File: src/rtl/reset_sequencer.sv
// SoC reset generator: synchronises PLL lock and GRESET, debounces the button, holds reset
// for HOLD_CYCLES after lock with the button released, and records the cause of the last reset.
module reset_sequencer #(
    parameter int SYNC_STAGES     = 2,
    parameter int DEBOUNCE_CYCLES = 50000,
    parameter int HOLD_CYCLES     = 256
) (
    input  logic       io_mainClk,
    input  logic       io_asyncResetn,
    input  logic       io_pllLocked,
    input  logic       io_greset,
    output logic       io_systemReset,
    output logic [1:0] io_resetCause,
    output logic       io_buttonPressed,
    output logic [7:0] io_resetCount
);

    localparam int DB_W   = $clog2(DEBOUNCE_CYCLES + 1);
    localparam int HOLD_W = (HOLD_CYCLES > 1) ? $clog2(HOLD_CYCLES) : 1;
    localparam logic [DB_W-1:0]   DB_LAST   = DB_W'(DEBOUNCE_CYCLES - 1);
    localparam logic [HOLD_W-1:0] HOLD_LAST = HOLD_W'(HOLD_CYCLES - 1);

    localparam logic [1:0] CAUSE_PLL = 2'b01;
    localparam logic [1:0] CAUSE_BTN = 2'b10;

    typedef enum logic [1:0] {
        ST_WAIT_LOCK = 2'd0,
        ST_HOLD      = 2'd1,
        ST_RUN       = 2'd2
    } state_t;

    logic [SYNC_STAGES-1:0] lock_sync_q;
    logic [SYNC_STAGES-1:0] btn_sync_q;
    logic                   lock_s;
    logic                   btn_s;

    logic [DB_W-1:0]        db_cnt_q;
    logic [DB_W-1:0]        db_cnt_d;
    logic                   pressed_q;
    logic                   pressed_d;
    logic                   pressed_d1_q;
    logic                   btn_rise;

    state_t                 state_q;
    state_t                 state_d;
    logic [HOLD_W-1:0]      hold_cnt_q;
    logic [HOLD_W-1:0]      hold_cnt_d;
    logic [1:0]             cause_q;
    logic [1:0]             cause_d;
    logic [7:0]             count_q;
    logic [7:0]             count_d;
    logic                   sys_rst_q;
    logic                   sys_rst_d;

    assign lock_s   = lock_sync_q[SYNC_STAGES-1];
    assign btn_s    = btn_sync_q[SYNC_STAGES-1];
    assign btn_rise = pressed_q & ~pressed_d1_q;

    always_ff @(posedge io_mainClk or negedge io_asyncResetn) begin
        if (!io_asyncResetn) begin
            lock_sync_q  <= '0;
            btn_sync_q   <= '0;
            db_cnt_q     <= '0;
            pressed_q    <= 1'b0;
            pressed_d1_q <= 1'b0;
        end else begin
            lock_sync_q  <= {lock_sync_q[SYNC_STAGES-2:0], io_pllLocked};
            btn_sync_q   <= {btn_sync_q[SYNC_STAGES-2:0], io_greset};
            db_cnt_q     <= db_cnt_d;
            pressed_q    <= pressed_d;
            pressed_d1_q <= pressed_q;
        end
    end

    // Level flips only after DEBOUNCE_CYCLES consecutive disagreeing samples.
    always_comb begin
        db_cnt_d  = db_cnt_q;
        pressed_d = pressed_q;
        if (btn_s == pressed_q) begin
            db_cnt_d = '0;
        end else if (db_cnt_q == DB_LAST) begin
            pressed_d = ~pressed_q;
            db_cnt_d  = '0;
        end else begin
            db_cnt_d = db_cnt_q + DB_W'(1);
        end
    end

    always_ff @(posedge io_mainClk or negedge io_asyncResetn) begin
        if (!io_asyncResetn) begin
            state_q    <= ST_WAIT_LOCK;
            hold_cnt_q <= '0;
            cause_q    <= 2'b00;
            count_q    <= 8'd0;
            sys_rst_q  <= 1'b1;
        end else begin
            state_q    <= state_d;
            hold_cnt_q <= hold_cnt_d;
            cause_q    <= cause_d;
            count_q    <= count_d;
            sys_rst_q  <= sys_rst_d;
        end
    end

    // Lock loss is tested first everywhere so it wins over a coincident button edge.
    always_comb begin
        state_d    = state_q;
        hold_cnt_d = hold_cnt_q;
        cause_d    = cause_q;
        count_d    = count_q;
        case (state_q)
            ST_WAIT_LOCK: begin
                if (lock_s) begin
                    state_d    = ST_HOLD;
                    hold_cnt_d = '0;
                end
            end
            ST_HOLD: begin
                if (!lock_s) begin
                    state_d = ST_WAIT_LOCK;
                    cause_d = CAUSE_PLL;
                end else if (pressed_q) begin
                    hold_cnt_d = '0;
                end else if (hold_cnt_q == HOLD_LAST) begin
                    state_d = ST_RUN;
                end else begin
                    hold_cnt_d = hold_cnt_q + HOLD_W'(1);
                end
            end
            ST_RUN: begin
                if (!lock_s) begin
                    state_d = ST_WAIT_LOCK;
                    cause_d = CAUSE_PLL;
                end else if (btn_rise) begin
                    state_d    = ST_HOLD;
                    hold_cnt_d = '0;
                    cause_d    = CAUSE_BTN;
                    if (count_q != 8'hFF) begin
                        count_d = count_q + 8'd1;
                    end
                end
            end
            default: begin
                state_d = ST_WAIT_LOCK;
            end
        endcase
    end

    always_comb begin
        sys_rst_d = (state_d != ST_RUN);
    end

    assign io_systemReset   = sys_rst_q;
    assign io_resetCause    = cause_q;
    assign io_buttonPressed = pressed_q;
    assign io_resetCount    = count_q;

endmodule

File: config.mk
export PLATFORM = sky130hd
export DESIGN_NAME = reset_sequencer
export DESIGN_NICKNAME = d
export VERILOG_FILES = /design/src/rtl/reset_sequencer.sv
export SDC_FILE = /design/constraint.sdc
export NUM_CORES = 1
export LEC_CHECK = 0
export BUFFER_PORTS_ARGS = -buffer_cell sky130_fd_sc_hd__buf_2
export CORE_MARGIN = 2
export CORE_UTILIZATION = 35
export DETAILED_ROUTE_END_ITERATION = 6
export HOLD_SLACK_MARGIN = 0.1
export SLEW_MARGIN = 20
export SYNTH_ARGS = -nofsm -noshare
export SYNTH_HDL_FRONTEND = slang
export SYNTH_SLANG_ARGS = --single-unit
File: constraint.sdc
create_clock -name io_mainClk -period 3.1 [get_ports io_mainClk]
set_input_delay 0.62 -clock io_mainClk [delete_from_list [all_inputs] [get_ports io_mainClk]]
set_output_delay 0.62 -clock io_mainClk [all_outputs]
set_load 0.005 [all_outputs]
==> summary.txt <==
Cells and area
  – Area of the multi-input gates: 902 um2
  – Fin area: 2300 um2
  – NumNets Final: 219
  – Final Util: 41.3%
  – Share of layout cells above drive strength 1: 14.1%
  – Register area: 1080 um2
  – FILL cells: 556
  – Area grow syn2layout: 13.2%
  – # diodes: 0

Critical path
  – Kind of critical path: reg -> reg
  – Reg2Reg Setup Slack: 1.10 ns
  – Crit-path max FO: 16
  – Crit path launch type: flip-flop
  – Worst path bufs/invs: 0
  – Critical path endpoint category: flip-flop
  – Critical Path AT: 2.14 ns
  – Slowest CP cell: o41ai_4
  – CP delay by family, top: compound AO/OA/AOI/OAI gates
  – Reg-to-Reg End: db_cnt_q[15]
  – Crit path largest cell delay: 0.82 ns
  – CP Data Required Time: 3.24 ns
  – R2R depth: 4
  – Crit path cell chain: nor4_1 -> nand3_1 -> o41ai_4 -> nor2_1
  – RR Startpoint: db_cnt_q[12]

Clock network
  – # hold bufs at CTS: 0
  – # Post-CTS Setup Buffers: 0
  – CTS clk-pin slew, worst paths: 0.09 ns
  – CTS tree: yes
  – CTS buffer count: 5
  – Clock buffer depth: 2
  – Clock Latency Late Sink: 0.30 ns
  – CTS Root Buffer Type: clkbuf_8
  – Post-CTS resize count: 0
  – # clock sinks: 43
  – # H-tree levels: 2

Detailed routing
  – Vias per cell: 5.05
  – Via count: 1438
  – WL per Instance: 12.9 um
  – First-pass detailed-route iteration total: 4
  – Starting DRT DRC Count: 81
  – Antenna Nets Post-Route: 0
  – DR DRC count: 0
  – Drt total wl: 3680 um

Power and ir drop
  – Worst vdd ir: 0.243 mV
  – Combinational power share: 3.7%
  – Leak: 1.00 nW
  – Reg power frac: 54.2%
  – Switching portion of total power: 21.8%
  – PwrDens: 469 nW/um2
  – Power share of the clock group: 42.1%
  – Power Internal: 0.000845 W
  – Overall power: 0.00108 W
  – Sw Pwr: 0.000236 W

Run
  – Maxcap violations: 0

Min path
  – Worst min-delay path class: reg -> reg
  – Worst Hold Depth: 0
  – Hold Path Sink: btn_sync_q[1]
  – HP Start: btn_sync_q[0]

Synth
  – Mapped Avg Cell Area: 10.5 um2
  – Ys async rst share: 100%
  – EDFF count, synth: 0
  – Syn nets: 200
  – Sequential-to-total area share from yosys stat: 53.0%
  – Post-Syn Instances: 193
  – FF+latch count, synth: 43
  – Count of distinct cell types in the synthesized netlist: 39
  – Warnings from Yosys: 0
  – Area of the mapped netlist: 2030 um2
  – Main flop type after synthesis: dfrtp_1

Global route
  – Initial antenna violation count: 0
  – Largest net degree at the start of global routing: 44
  – Tot GR Track Use: 13.2%
  – GRT Residual Overflow: 0
  – Vias in the first global route: 1455
  – First-pass GRT wire length: 6620 um

Die
  – Chip width: 80.2 um
  – Boundary Pins: 16
  – Cell Rows: 27
  – Die Ht: 80.2 um
  – Die ar.: 6440 um2
  – Core footprint: 5570 um2
  – Initial core utilization: 36.5%

Placed design
  – Placement Cell Area: 2190 um2
  – RePlAce Congestion: 0.780
  – Post-DP HPWL: 2550 um
  – IO buf count: 15

Timing
  – Max Freq: 500 MHz
  – Tightest Pin Transition: 0.928 ns
  – Setup-failing EPs final: 0
  – Clock Skew: 0.00858 ns
  – RSZ-0062 raised after global routing: false
  – Final worst-path cycle share: 64.5%
  – Fin. Hold Viols: 0
  – Setup TNS: 0 ns
  – Headroom to the max-slew limit: 38.1%
  – Worst hold slack: 0.352 ns
  – Slew Viols, Final: 0
  – Tmin final: 2.00 ns

Outcome
  – Run status: finished clean
-- sequential cells by signal, indices dropped and copies added, names as in the netlist, 2 cells and up --
name,cells
btn_sync_q,2
hold_cnt_q,8
lock_sync_q,2
state_q,2
db_cnt_q,16
io_resetCount,8
io_resetCause,2
-- cell families (layout without fill, tap and decap cells) --
kind of cell	Yosys count	count (layout)	share of synthesized area [%]
AND/OR/NAND/NOR	82	82	20.7
buffers and inverters	13	33	2.71
flip-flops	43	43	53.0
XOR/XNOR	22	22	9.47
AO/OA/AOI/OAI	28	28	11.3
adder cells (fa/ha/maj)	3	3	1.85
multiplexers	2	2	1.11
-- worst register-to-register path, stage by stage, from the launching register on --
cell and delay (ns):
dfrtp_1 0.43, nor4_1 0.28, nand3_1 0.18, o41ai_4 0.82, nor2_1 0.13
-- routing by layer --
layer | track usage, % | wire length (um) | vias to the layer above
li1 | - | - | 723
met1 | 16.8 | 1770 | 688
met2 | 21.5 | 1710 | 23
met3 | 3.71 | 145 | 4
met4 | 4.24 | 46 | 0
met5 | 0 | 0 | -
-- power groups by stage --
stage	clock (W)	combinational (W)	sequential, W
after floorplan	0	0.0000253	0.000593
after global placement	0	0.0000406	0.000597
after detailed placement	0	0.0000417	0.000598
after CTS	0.000469	0.0000416	0.000586
after global routing	0.000495	0.0000482	0.000589
final	0.000455	0.0000401	0.000586
-- cell usage after synthesis, types with 2 or more instances --
| master | count | area [um2] |
|---|---|---|
| dfrtp_1 | 42 | 1050 |
| nor2_1 | 26 | 97.6 |
| xnor2_1 | 14 | 123 |
| nand2_1 | 10 | 37.5 |
| nand3_1 | 10 | 50.1 |
| inv_1 | 9 | 33.8 |
| xor2_1 | 8 | 70.1 |
| nor4_1 | 7 | 43.8 |
| o21ai_0 | 7 | 35.0 |
| o31ai_1 | 7 | 52.6 |
| nand4_1 | 6 | 37.5 |
| a22oi_1 | 5 | 37.5 |
| nor3_1 | 5 | 25.0 |
| and2_1 | 3 | 18.8 |
| ha_1 | 3 | 37.5 |
| or3_1 | 3 | 18.8 |
| a21oi_1 | 2 | 10.0 |
| and4_1 | 2 | 17.5 |
| buf_2 | 2 | 10.0 |
| mux2_2 | 2 | 22.5 |
| nor2b_1 | 2 | 12.5 |
-- area by class of cell --
cell class | instances | share of cell area (%)
multi-input combinational | 137 | 39.2
tap | 72 | 3.91
sequential | 43 | 46.8
timing repair buffer | 16 | 3.59
clock inverter | 2 | 1.52
inverter | 9 | 1.47
clock buffer | 6 | 3.59
-- worst max path at each step --
| stage | start | endpoint | slack (ns) | depth (start not counted) |
|---|---|---|---|---|
| after floorplan | hold_cnt_q[0] | hold_cnt_q[7] | 1.40 | 5 |
| after global placement | db_cnt_q[12] | db_cnt_q[13] | 1.17 | 4 |
| after detailed placement | db_cnt_q[12] | db_cnt_q[10] | 1.12 | 4 |
| after CTS | db_cnt_q[12] | db_cnt_q[15] | 1.10 | 4 |
| after global routing | db_cnt_q[12] | db_cnt_q[7] | 0.95 | 4 |
| final | db_cnt_q[12] | db_cnt_q[15] | 1.10 | 4 |
-- cell usage in the layout (no fill, tap or decap), types with 7 or more instances in the layout --
cell type | Yosys | routed
buf_2 | 2 | 15
nor2_1 | 26 | 26
nand3_1 | 10 | 10
o21ai_0 | 7 | 7
dfrtp_1 | 42 | 42
xnor2_1 | 14 | 14
nand2_1 | 10 | 10
xor2_1 | 8 | 8
nor4_1 | 7 | 7
o31ai_1 | 7 | 7
inv_1 | 9 | 9
-- metrics by stage --
step	instances	worst slack, ns
3_5_place_dp	277	1.12
5_1_grt	285	0.955
3_3_place_gp	277	1.17
6_report	285	1.10
4_1_cts	285	1.10
2_1_floorplan	193	1.40
No activity file was read; power rests on OpenSTA's default activity.
